<file path="config.mk">
export PLATFORM = sky130hd
export DESIGN_NAME = control_sequencer_flat
export DESIGN_NICKNAME = d
export VERILOG_FILES = /design/src/rtl/control_sequencer_if.sv /design/src/rtl/control_sequencer.sv /design/src/flat_wrapper.sv
export SDC_FILE = /design/constraint.sdc
export NUM_CORES = 1
export LEC_CHECK = 0
export ABC_AREA = 0
export BUFFER_PORTS_ARGS = -buffer_cell sky130_fd_sc_hd__buf_2
export CAP_MARGIN = 20
export CORE_ASPECT_RATIO = 0.9
export CORE_MARGIN = 8
export CORE_UTILIZATION = 33
export DETAILED_ROUTE_END_ITERATION = 7
export PLACE_DENSITY_LB_ADDON = 0.2
export SLEW_MARGIN = 20
export SYNTH_ARGS = -nofsm -noshare
export SYNTH_HDL_FRONTEND = slang
export SYNTH_SLANG_ARGS = --single-unit
</file>
<file path="constraint.sdc">
create_clock -name clock -period 2.85 [get_ports clock]
set_input_delay 0.4275 -clock clock [delete_from_list [all_inputs] [get_ports clock]]
set_output_delay 0.4275 -clock clock [all_outputs]
set_load 0.05 [all_outputs]
</file>
<file path="src/rtl/control_sequencer_if.sv">
// Instruction-source / datapath-control bundle for control_sequencer.
// The master side issues micro-instructions and observes the control lines.
// The slave side is the sequencer itself.
interface control_sequencer_if #(
  parameter int DATA_WIDTH = 32
);
  logic                  start;
  logic [1:0]            opcode;
  logic [DATA_WIDTH-1:0] imm;
  logic                  busy;
  logic                  done;
  logic                  RAin;
  logic                  RBin;
  logic                  RZin;
  logic                  RAout;
  logic                  RBout;
  logic                  RZout;
  logic [DATA_WIDTH-1:0] AddImmediate;
  logic [DATA_WIDTH-1:0] RegisterAImmediate;

  modport master (
    output start, opcode, imm,
    input  busy, done, RAin, RBin, RZin, RAout, RBout, RZout,
    input  AddImmediate, RegisterAImmediate
  );

  modport slave (
    input  start, opcode, imm,
    output busy, done, RAin, RBin, RZin, RAout, RBout, RZout,
    output AddImmediate, RegisterAImmediate
  );
endinterface

</file>
<file path="src/rtl/control_sequencer.sv">
// Hardwired control sequencer: accepts one micro-instruction per start
// handshake and walks IDLE -> T0 -> [T1] -> DONE, driving registered
// (Moore) register-load, bus-drive and immediate lines for the datapath.
// Each control step is held for HOLD_CYCLES clocks.
module control_sequencer #(
  parameter int DATA_WIDTH  = 32,
  parameter int HOLD_CYCLES = 1
) (
  input  logic               clock,
  input  logic               clear,
  control_sequencer_if.slave bus
);

  typedef enum logic [1:0] {
    S_IDLE = 2'd0,
    S_T0   = 2'd1,
    S_T1   = 2'd2,
    S_DONE = 2'd3
  } state_t;

  localparam logic [1:0] OP_LDIA  = 2'b00;
  localparam logic [1:0] OP_ADDIB = 2'b01;
  localparam logic [1:0] OP_MVBZ  = 2'b10;
  localparam logic [1:0] OP_ADDIA = 2'b11;

  localparam int              CNT_W    = (HOLD_CYCLES > 1) ? $clog2(HOLD_CYCLES) : 1;
  localparam logic [CNT_W-1:0] CNT_LAST = CNT_W'(HOLD_CYCLES - 1);

  state_t                r_state;
  state_t                w_state_nxt;
  logic [CNT_W-1:0]      r_cnt;
  logic [CNT_W-1:0]      w_cnt_nxt;
  logic [1:0]            r_op;
  logic [DATA_WIDTH-1:0] r_imm;

  logic                  w_accept;
  logic [1:0]            w_op;
  logic [DATA_WIDTH-1:0] w_imm;
  logic                  w_step_end;
  logic                  w_two_step;

  logic                  r_busy, r_done;
  logic                  r_ra_in, r_rb_in, r_rz_in;
  logic                  r_ra_out, r_rb_out, r_rz_out;
  logic [DATA_WIDTH-1:0] r_add_imm, r_ra_imm;

  logic                  w_busy, w_done;
  logic                  w_ra_in, w_rb_in, w_rz_in;
  logic                  w_ra_out, w_rb_out, w_rz_out;
  logic [DATA_WIDTH-1:0] w_add_imm, w_ra_imm;

  // A start is only honoured while idle; the incoming opcode/imm feed the
  // T0 outputs directly on the accepting edge, the latched copy afterwards.
  assign w_accept   = (r_state == S_IDLE) && bus.start;
  assign w_op       = w_accept ? bus.opcode : r_op;
  assign w_imm      = w_accept ? bus.imm    : r_imm;
  assign w_step_end = (r_cnt == CNT_LAST);
  assign w_two_step = w_op[0];

  // Latch the micro-instruction on acceptance; never touched while busy.
  always_ff @(posedge clock) begin
    if (w_accept) begin
      r_op  <= bus.opcode;
      r_imm <= bus.imm;
    end
  end

  // State, hold counter and registered control outputs.
  always_ff @(posedge clock or posedge clear) begin
    if (clear) begin
      r_state   <= S_IDLE;
      r_cnt     <= '0;
      r_busy    <= 1'b0;
      r_done    <= 1'b0;
      r_ra_in   <= 1'b0;
      r_rb_in   <= 1'b0;
      r_rz_in   <= 1'b0;
      r_ra_out  <= 1'b0;
      r_rb_out  <= 1'b0;
      r_rz_out  <= 1'b0;
      r_add_imm <= '0;
      r_ra_imm  <= '0;
    end else begin
      r_state   <= w_state_nxt;
      r_cnt     <= w_cnt_nxt;
      r_busy    <= w_busy;
      r_done    <= w_done;
      r_ra_in   <= w_ra_in;
      r_rb_in   <= w_rb_in;
      r_rz_in   <= w_rz_in;
      r_ra_out  <= w_ra_out;
      r_rb_out  <= w_rb_out;
      r_rz_out  <= w_rz_out;
      r_add_imm <= w_add_imm;
      r_ra_imm  <= w_ra_imm;
    end
  end

  // Next-state and hold-counter sequencing; counter restarts on every step entry.
  always_comb begin
    w_state_nxt = r_state;
    w_cnt_nxt   = r_cnt;
    unique case (r_state)
      S_IDLE: begin
        w_cnt_nxt = '0;
        if (w_accept) begin
          w_state_nxt = S_T0;
        end
      end
      S_T0: begin
        if (w_step_end) begin
          w_state_nxt = w_two_step ? S_T1 : S_DONE;
          w_cnt_nxt   = '0;
        end else begin
          w_cnt_nxt = r_cnt + 1'b1;
        end
      end
      S_T1: begin
        if (w_step_end) begin
          w_state_nxt = S_DONE;
          w_cnt_nxt   = '0;
        end else begin
          w_cnt_nxt = r_cnt + 1'b1;
        end
      end
      S_DONE: begin
        w_state_nxt = S_IDLE;
        w_cnt_nxt   = '0;
      end
      default: begin
        w_state_nxt = S_IDLE;
        w_cnt_nxt   = '0;
      end
    endcase
  end

  // Decode the control lines for the state being entered, so they are registered.
  always_comb begin
    w_busy    = (w_state_nxt != S_IDLE);
    w_done    = (w_state_nxt == S_DONE);
    w_ra_in   = 1'b0;
    w_rb_in   = 1'b0;
    w_rz_in   = 1'b0;
    w_ra_out  = 1'b0;
    w_rb_out  = 1'b0;
    w_rz_out  = 1'b0;
    w_add_imm = '0;
    w_ra_imm  = '0;
    if (w_state_nxt == S_T0) begin
      unique case (w_op)
        OP_LDIA: begin
          w_ra_imm = w_imm;
          w_ra_in  = 1'b1;
        end
        OP_ADDIB: begin
          w_ra_out  = 1'b1;
          w_add_imm = w_imm;
          w_rz_in   = 1'b1;
        end
        OP_MVBZ: begin
          w_rz_out = 1'b1;
          w_rb_in  = 1'b1;
        end
        OP_ADDIA: begin
          w_rb_out  = 1'b1;
          w_add_imm = w_imm;
          w_rz_in   = 1'b1;
        end
        default: ;
      endcase
    end else if (w_state_nxt == S_T1) begin
      // Only the two add ops reach T1: move Z back into the destination.
      w_rz_out = 1'b1;
      if (w_op == OP_ADDIB) begin
        w_rb_in = 1'b1;
      end else begin
        w_ra_in = 1'b1;
      end
    end
  end

  assign bus.busy               = r_busy;
  assign bus.done               = r_done;
  assign bus.RAin               = r_ra_in;
  assign bus.RBin               = r_rb_in;
  assign bus.RZin               = r_rz_in;
  assign bus.RAout              = r_ra_out;
  assign bus.RBout              = r_rb_out;
  assign bus.RZout              = r_rz_out;
  assign bus.AddImmediate       = r_add_imm;
  assign bus.RegisterAImmediate = r_ra_imm;

endmodule

</file>
<file path="src/flat_wrapper.sv">
// flat-port wrapper written by rule: the top's interface ports become plain ports
module control_sequencer_flat 
#(
  parameter int DATA_WIDTH  = 32,
  parameter int HOLD_CYCLES = 1
)
  (clock, clear, bus_start, bus_opcode, bus_imm, bus_busy, bus_done, bus_RAin, bus_RBin, bus_RZin, bus_RAout, bus_RBout, bus_RZout, bus_AddImmediate, bus_RegisterAImmediate);
  control_sequencer_if #(.DATA_WIDTH(DATA_WIDTH)) bus_i ();
  input  logic clock;
  input  logic clear;
  input wire logic [$bits(bus_i.start)-1:0] bus_start;
  input wire logic [$bits(bus_i.opcode)-1:0] bus_opcode;
  input wire logic [$bits(bus_i.imm)-1:0] bus_imm;
  output wire logic [$bits(bus_i.busy)-1:0] bus_busy;
  output wire logic [$bits(bus_i.done)-1:0] bus_done;
  output wire logic [$bits(bus_i.RAin)-1:0] bus_RAin;
  output wire logic [$bits(bus_i.RBin)-1:0] bus_RBin;
  output wire logic [$bits(bus_i.RZin)-1:0] bus_RZin;
  output wire logic [$bits(bus_i.RAout)-1:0] bus_RAout;
  output wire logic [$bits(bus_i.RBout)-1:0] bus_RBout;
  output wire logic [$bits(bus_i.RZout)-1:0] bus_RZout;
  output wire logic [$bits(bus_i.AddImmediate)-1:0] bus_AddImmediate;
  output wire logic [$bits(bus_i.RegisterAImmediate)-1:0] bus_RegisterAImmediate;
  assign bus_i.start = bus_start;
  assign bus_i.opcode = bus_opcode;
  assign bus_i.imm = bus_imm;
  assign bus_busy = bus_i.busy;
  assign bus_done = bus_i.done;
  assign bus_RAin = bus_i.RAin;
  assign bus_RBin = bus_i.RBin;
  assign bus_RZin = bus_i.RZin;
  assign bus_RAout = bus_i.RAout;
  assign bus_RBout = bus_i.RBout;
  assign bus_RZout = bus_i.RZout;
  assign bus_AddImmediate = bus_i.AddImmediate;
  assign bus_RegisterAImmediate = bus_i.RegisterAImmediate;
  control_sequencer #(.DATA_WIDTH(DATA_WIDTH), .HOLD_CYCLES(HOLD_CYCLES)) u_core (.clock(clock), .clear(clear), .bus(bus_i));
endmodule
</file>
==> results.md, run 1 <==
- Worst r2r dst: u_core.bus.AddImmediate[21]
- Setup violators final: 0
- Reg-to-reg setup timing slack: between 500 and 600 ps
- CP Capture Type: register
- Fin Setup TNS: 0 ps
- # clock sinks: between 100 and 150
- F_max: 444 MHz
- Power share of the sequential group: between 30% and 40%
- Crit path max-delay cell type: or3_2
- Routed Antenna Nets: 0
- First-pass GRT wire length: approximately 13000 µm
- Drt wl/cell: about 15 µm
- Required time worst endpoint: between 3000 and 4000 ps
- CTS H-Tree Depth: 3
- Setup repair bufs after CTS: 0
- Setup ws final: 597 ps
- DRT Wirelength: slightly below 8000 µm
- Worst setup path end: u_core.bus.AddImmediate[21]
- Global-route total usage across every layer: between 10% and 20%
- Syn Inst Count: 280
- Initial Utilization: 33.3%
- Clock power share: 21.0%
- Final worst path period need: 2250 ps
- Worst-path clk slew: ~70 ps
- CP cell instances: inv_1 -> ha_1 -> and3_2 -> nor2_1 -> or3_2 -> nor2_1
- Share of cells above drive strength 1: between 30% and 40%
- Crit Path Class: register to register
- Drt drc: 0
- CTS Hold Buffers Added: 0
- Post-Syn Area: 3550 µm²
- Final period utilization: 79.1%
- Net Sw Frac: 42.4%
- Root buf cell: clkbuf_16
- Die area: 14300 µm²
- Reg-to-Reg Start: u_core.r_state[0]
- Unrepaired setup endpoints after global routing: false
- CORE AREA: about 11000 µm²
- Routed vias/inst: 4.21
- Comb power frac: 41.2%
- Slowest stage delay, CP: 870 ps
- Pre-CTS WS: 598 ps
- Worst hold path type: input pin to async pin
- Clk buf depth: 2
- Yosys cell types: 24
- Initial DRC count: 159
- First drt pass iteration count: 4
- Max-slew violation count: 0
- Critical path fanouts, max: 35
- DP HPWL: 5400 µm
- Crit start category: register
- Mean Syn Cell Area: 12.7 µm²
- Die width: 125 µm
- Flops & latches, synth: 108
- CTS tree: built
- Worst slew pin tran: ~940 ps
- I/O Buffers: 108
- Most used cell along the critical path: nor2_1
- Ys Warns: 0
- Worst VDD drop: 0.432 mV
- Clk_skew: 3.93 ps
- R2R depth: 6
- Die H: 114 µm
- I/O pin cnt: 109
- Crit path from: u_core.r_state[0]
- Most frequent cells in the layout: buf_2, dfrtp_1, nor2_1
- Number of global-route vias before repair: 2478
- Syn_nets: about 320
- Antenna cells: 0
- CTS buffer count: 9
- Final hold viol count: 0
- Commonest non-fill, non-tap cell in the layout: buf_2
- P per Cell Area: 1280 nW/µm²
- Via count: roughly 2200
- Routability Congestion: between 0.7 and 0.8
- Crit path DAT: 2500 ps
- Worst skew pair latency: between 300 and 400 ps
- Status: finished, final reports clean
- Max_slew headroom: between 30% and 40%
- Pleak: roughly 2.7 nW
- # resized after CTS: 0
- Maximum Capacitance Violations: 0
- Largest net degree at the start of global routing: 75
- Sequential area share after synthesis: 71.3%
- Area Growth Syn to Fin: 28.4%
- Num rows: 36
- Nets: 432
- Power Internal: 3.35 mW
- Gr ovfl total: 0
- Net switching power: 2.47 mW
- Initial antenna violation count: 0
[layer usage]
metal	GRT usage [%]	part of all wire [%]	vias to the layer above
li1	-	-	1078
met1	12.5	42	1090
met2	19.7	51	59
met3	3.91	5.5	9
met4	3.89	1.4	0
met5	0	0	-
[cells in the mapped netlist]
cell,number,area share [%]
a211oi_1,1,0.21
a21boi_2,1,0.32
and2_1,2,0.35
and3_2,1,0.21
buf_2,6,0.85
buf_4,1,0.21
buf_6,3,0.95
dfrtp_1,74,52
dfxtp_1,34,19
ha_1,2,0.70
inv_1,39,4.1
mux2i_1,33,9.3
nand2_1,3,0.32
nand2b_1,2,0.35
nand3_1,1,0.14
nand4_1,2,0.35
nor2_1,49,5.2
nor2_2,18,3.2
nor3_1,1,0.14
o211ai_2,1,0.35
o21ai_0,3,0.42
o21ai_1,1,0.14
o311ai_4,1,0.74
or3_1,1,0.18
[worst min path at each step]
stage,start,end,cells past startpoint
2_1_floorplan,u_core.r_imm[31],u_core.r_imm[31],2
3_3_place_gp,u_core.r_imm[22],u_core.r_imm[22],2
3_5_place_dp,u_core.r_imm[29],u_core.r_imm[29],2
4_1_cts,clear,u_core.bus.AddImmediate[3],3
5_1_grt,clear,u_core.bus.AddImmediate[18],3
6_report,clear,u_core.bus.AddImmediate[18],3
[registers in the layout (all words and copies together), names as in the netlist]
signal,count
u_core.bus.AddImmediate,32
u_core.bus.RegisterAImmediate,32
u_core.r_imm,32
u_core.r_op,2
u_core.r_state,2
u_core.bus.RAin,1
u_core.bus.RAout,1
u_core.bus.RBin,1
u_core.bus.RBout,1
u_core.bus.RZin,1
u_core.bus.RZout,1
u_core.bus.busy,1
u_core.bus.done,1
[metrics by stage]
stage                     area (µm²)  total power, mW  std cells  util (%)  hold WS [ps]
after CTS                       4560             5.93        531      42.7           180
after detailed placement        4260             4.68        515      39.9           468
after floorplan                 3550             4.07        280         -           448
after global placement          4240             4.60        514      39.7           463
after global routing            4560             6.19        531      42.7           207
final                           4560             5.82        531      42.7           170
[final cells by class]
class                   instances  area [µm²]
fillers                      1052        6120
flip-flops and latches        108        2530
multi-input cells             123         815
repair buffers                112         603
clock buffers                  12         246
well taps                     133         166
inverters                      39         148
clock inverters                 4        48.8
[cell families after synthesis]
| family | count (synthesis) | synth area share (%) |
|---|---|---|
| DFF | 108 | 71.3 |
| and+or+nand+nor | 80 | 10.4 |
| buffers and inverters | 49 | 6.13 |
| muxes | 33 | 9.30 |
| AOI/OAI and AO/OA | 8 | 2.18 |
| adders and majority gates | 2 | 0.704 |
[worst max-delay path, delay by kind of cell (launching register included)]
| kind | cells | cell delay, ps |
|---|---|---|
| AND/OR/NAND/NOR | 4 | 1440 |
| flip-flops | 1 | 410 |
| adder cells (fa/ha/maj) | 1 | 240 |
| buffers and inverters | 1 | 70 |
[power groups by stage]
stage               clock (mW)  combinational [mW]  sequential (mW)
floorplan                    0               0.940             3.13
global placement             0                2.38             2.23
detailed placement           0                2.44             2.24
CTS                       1.27                2.45             2.21
global route              1.33                2.60             2.26
finish                    1.22                2.40             2.20
Note: power is estimated with default switching activity, not from simulation.
==> run 2: changes to the inputs <==
ABC_AREA = 1   (was 0)
clock period = 1.93 ns   (was 2.85 ns; I/O delays follow)
==> run 2 against run 1 <==
Fmax rose by 29%. Cell count rose by 27%. Non-clock buffer count rose by 8. Sequential cell count did not move. First-iteration DRC count rose by 6.9%. Sequential power rose by 45%. Sequential share of layout area fell by 4.2 points. Critical path type unchanged. Largest power group unchanged.
==> results.md, run 2 <==
- Status: finished, final reports clean
- Initial antenna violation count: 0 (unchanged)
- Initial Utilization: 33.8% (+0.49 points)
- CTS H-Tree Depth: 3 (unchanged)
- Met1 wire length: 4540 µm (+38%)
- F_max: 574 MHz (+29%)
- Fin Setup TNS: 0 ps (unchanged)
- Synth area leaders: dfrtp_1, dfxtp_1, nand2_1
- I/O Buffers: 108 (unchanged)
- Post-synth top cells: nand2_1, dfrtp_1, nor2_1
- Final period utilization: 90.3% (+11 points)
- Critical path fanouts, max: 26 (-26%)
- Drt wl/cell: 14.0 µm (-4.7%)
- Unrepaired setup endpoints after global routing: false
- Top sig layer: met4
- Final hold viol count: 0 (unchanged)
- Post-Syn Area: 3840 µm² (+8.2%)
- Mean Syn Cell Area: 9.45 µm² (-26%)
- Worst slew pin tran: 385 ps (-556 ps)
- Final std cells w/o fill: 675 (+27%)
- Routability Congestion: 0.826 (+7.4%)
- Routed wl met3: 631 µm (+46%)
- Ys Warns: 0 (unchanged)
- First drt pass iteration count: 4 (unchanged)
- Worst VDD drop: 0.802 mV (+85%)
- Top FF cell, synth: dfrtp_1
- Setup violators final: 0 (unchanged)
- Post-synth top area share: 48.2% (-4.0 points)
- Commonest non-fill, non-tap cell in the layout: nand2_1
- Final worst path period need: 1740 ps (-511 ps)
- Area leader, netlist: dfrtp_1
- Routed vias/inst: 4.24 (+0.62%)
- Area Growth Syn to Fin: 28.2%
- Clk buf depth: 2 (unchanged)
- Most frequent cells in the layout: nand2_1, buf_2, dfrtp_1
- Final instance area: 4930 µm² (+8.1%)
- CTS Hold Buffers Added: 0 (unchanged)
- Root buf cell: clkbuf_16
- Worst-path clk slew: 70 ps (about the same)
- DP HPWL: 6580 µm (+22%)
- Net switching power: 4.44 mW (+79%)
- Power share of the sequential group: 32.7% (-5.1 points)
- Num rows: 37 (+2.8%)
- Crit start category: register
- Die area: 15400 µm² (+7.1%)
- Crit Path Class: register to register
- Most instantiated library cell after synthesis: nand2_1
- # clock sinks: 108 (unchanged)
- Die H: 118 µm (+3.5%)
- Syn_nets: 446 (+40%)
- Antenna cells: 0 (unchanged)
- Routed Antenna Nets: 0 (unchanged)
- Share of cells above drive strength 1: 30.1% (-7.9 points)
- # fillers: 1166 (+11%)
- Via count: 2860 (+28%)
- Net Sw Frac: 45.5% (+3.1 points)
- Gr ovfl total: 0 (unchanged)
- Max-slew violation count: 0 (unchanged)
- CTS tree: built
- Drt drc: 0 (unchanged)
- Global-route total usage across every layer: 12.7% (+1.4 points)
- Most used cell along the critical path: nand2_1
- Placed instance count: 657 (+28%)
- Flops & latches, synth: 108 (unchanged)
- Slowest stage delay, CP: 420 ps (-450 ps)
- Largest net degree at the start of global routing: 75 (unchanged)
- CP cell instances: inv_1 -> ha_4 -> nand2_8 -> nand2_1 -> nand2_1 -> nor2_4 -> buf_12 -> nand2_1 -> nor2_1
- I/O pin cnt: 109 (unchanged)
- Worst hold path type: input pin to async pin
- WL met2: 4160 µm (+4.4%)
- Required time worst endpoint: 2200 ps (-900 ps)
- Crit path DAT: 2010 ps (-490 ps)
- Worst skew pair latency: 340 ps (about the same)
- CP Capture Type: register
- Nets: 553 (+28%)
- Initial DRC count: 170 (+6.9%)
- Post-Route Utilization: 43.3% (+0.58 points)
- Power Internal: 5.31 mW (+58%)
- Number of global-route vias before repair: 2958 (+19%)
- Syn Inst Count: 407 (+45%)
- Sequential area share after synthesis: 65.9% (-5.4 points)
- Post-DP Area: 4580 µm² (+7.4%)
- EDFF count, synth: 0 (unchanged)
- Crit path max-delay cell type: dfrtp_1
- Clock power share: 19.4% (-1.6 points)
- Async set-or-reset flop fraction in the synthesized netlist: 68.5% (unchanged)
- First-pass GRT wire length: 15300 µm (+22%)
- CORE AREA: 11400 µm² (+6.7%)
- Pleak: 2.66 nW (-2.7%)
- Comb power frac: 47.8% (+6.6 points)
- Max_slew headroom: 74.3% (+37 points)
- DRT Wirelength: 9470 µm (+21%)
- CTS buffer count: 9 (unchanged)
- Yosys cell types: 17 (-29%)
- P per Cell Area: 1980 nW/µm² (+55%)
- Die width: 130 µm (+3.5%)
- Maximum Capacitance Violations: 0 (unchanged)
- Crit path buffers/inverters: 2 (+1)
- CP delay by family, top: simple AND/OR/NAND/NOR gates
- Clk_skew: 7.03 ps (+3.10 ps)
run 2: power groups by stage:
| stage | registers, mW | logic (mW) | clock network (mW) |
|---|---|---|---|
| floorplan | 4.50 | 2.22 | 0 |
| finish | 3.19 | 4.66 | 1.89 |
| CTS | 3.19 | 4.62 | 1.95 |
| global route | 3.26 | 5.11 | 2.06 |
| global placement | 3.23 | 4.60 | 0 |
| detailed placement | 3.22 | 4.62 | 0 |
run 2: what timing repair did:
| action | CTS | global route |
|---|---|---|
| setup buffers | 0 | 2 |
| gates resized for setup | 0 | 2 |
| endpoints found under the setup margin | 0 | 49 |
| endpoints found under the hold margin | 0 | 0 |
run 2: worst paths after layout:
kind / end / cells past startpoint / start / slack [ps]
max: u_core.bus.RegisterAImmediate[11] / 9 / u_core.r_state[0] / 190
min: u_core.bus.AddImmediate[9] / 3 / clear / 50
max reg2reg: u_core.bus.RegisterAImmediate[11] / 9 / u_core.r_state[0] / 190
min reg2reg: u_core.r_imm[26] / 2 / u_core.r_imm[26] / 470
max in group asynchronous: u_core.r_state[1] / 3 / clear / 1570
min in group clock: u_core.r_imm[22] / 3 / bus_imm[22] / 230
run 2: logic make-up after synthesis:
family	count (synthesis)	synth area share, %
adder cells (fa/ha/maj)	2	0.651
buffers and inverters	34	4.78
flip-flops	108	65.9
AND/OR/NAND/NOR	263	28.7
run 2: stage by stage:
step	power (mW)	hold WS (ps)	setup slack, ps
2_1_floorplan	6.72	436	273
3_3_place_gp	7.82	429	132
3_5_place_dp	7.84	431	48.2
4_1_cts	9.77	63.7	33.2
5_1_grt	10.4	93.6	25.4
6_report	9.74	53.3	187
run 2: routing by layer:
metal / up-vias / GRT usage [%]
met5: - / 0
met4: 0 / 4.42
met3: 10 / 3.73
met2: 81 / 18.7
met1: 1310 / 17.3
li1: 1459 / -
run 2: final cells by class:
cell class / instances / area [µm²] / share of cell area [%]
Timing Repair Buffer: 120 / 693 / 14.1
Clock buffer: 11 / 253 / 5.13
Multi-Input combinational cell: 265 / 1150 / 23.3
Inverter: 10 / 41.3 / 0.838
Sequential cell: 108 / 2530 / 51.4
Tap cell: 156 / 195 / 3.96
Clock inverter: 5 / 65.1 / 1.32
run 2: worst min-delay path, stage by stage:
cell	delay (ps)
buf_2	110
clkinvlp_4	70
buf_12	330
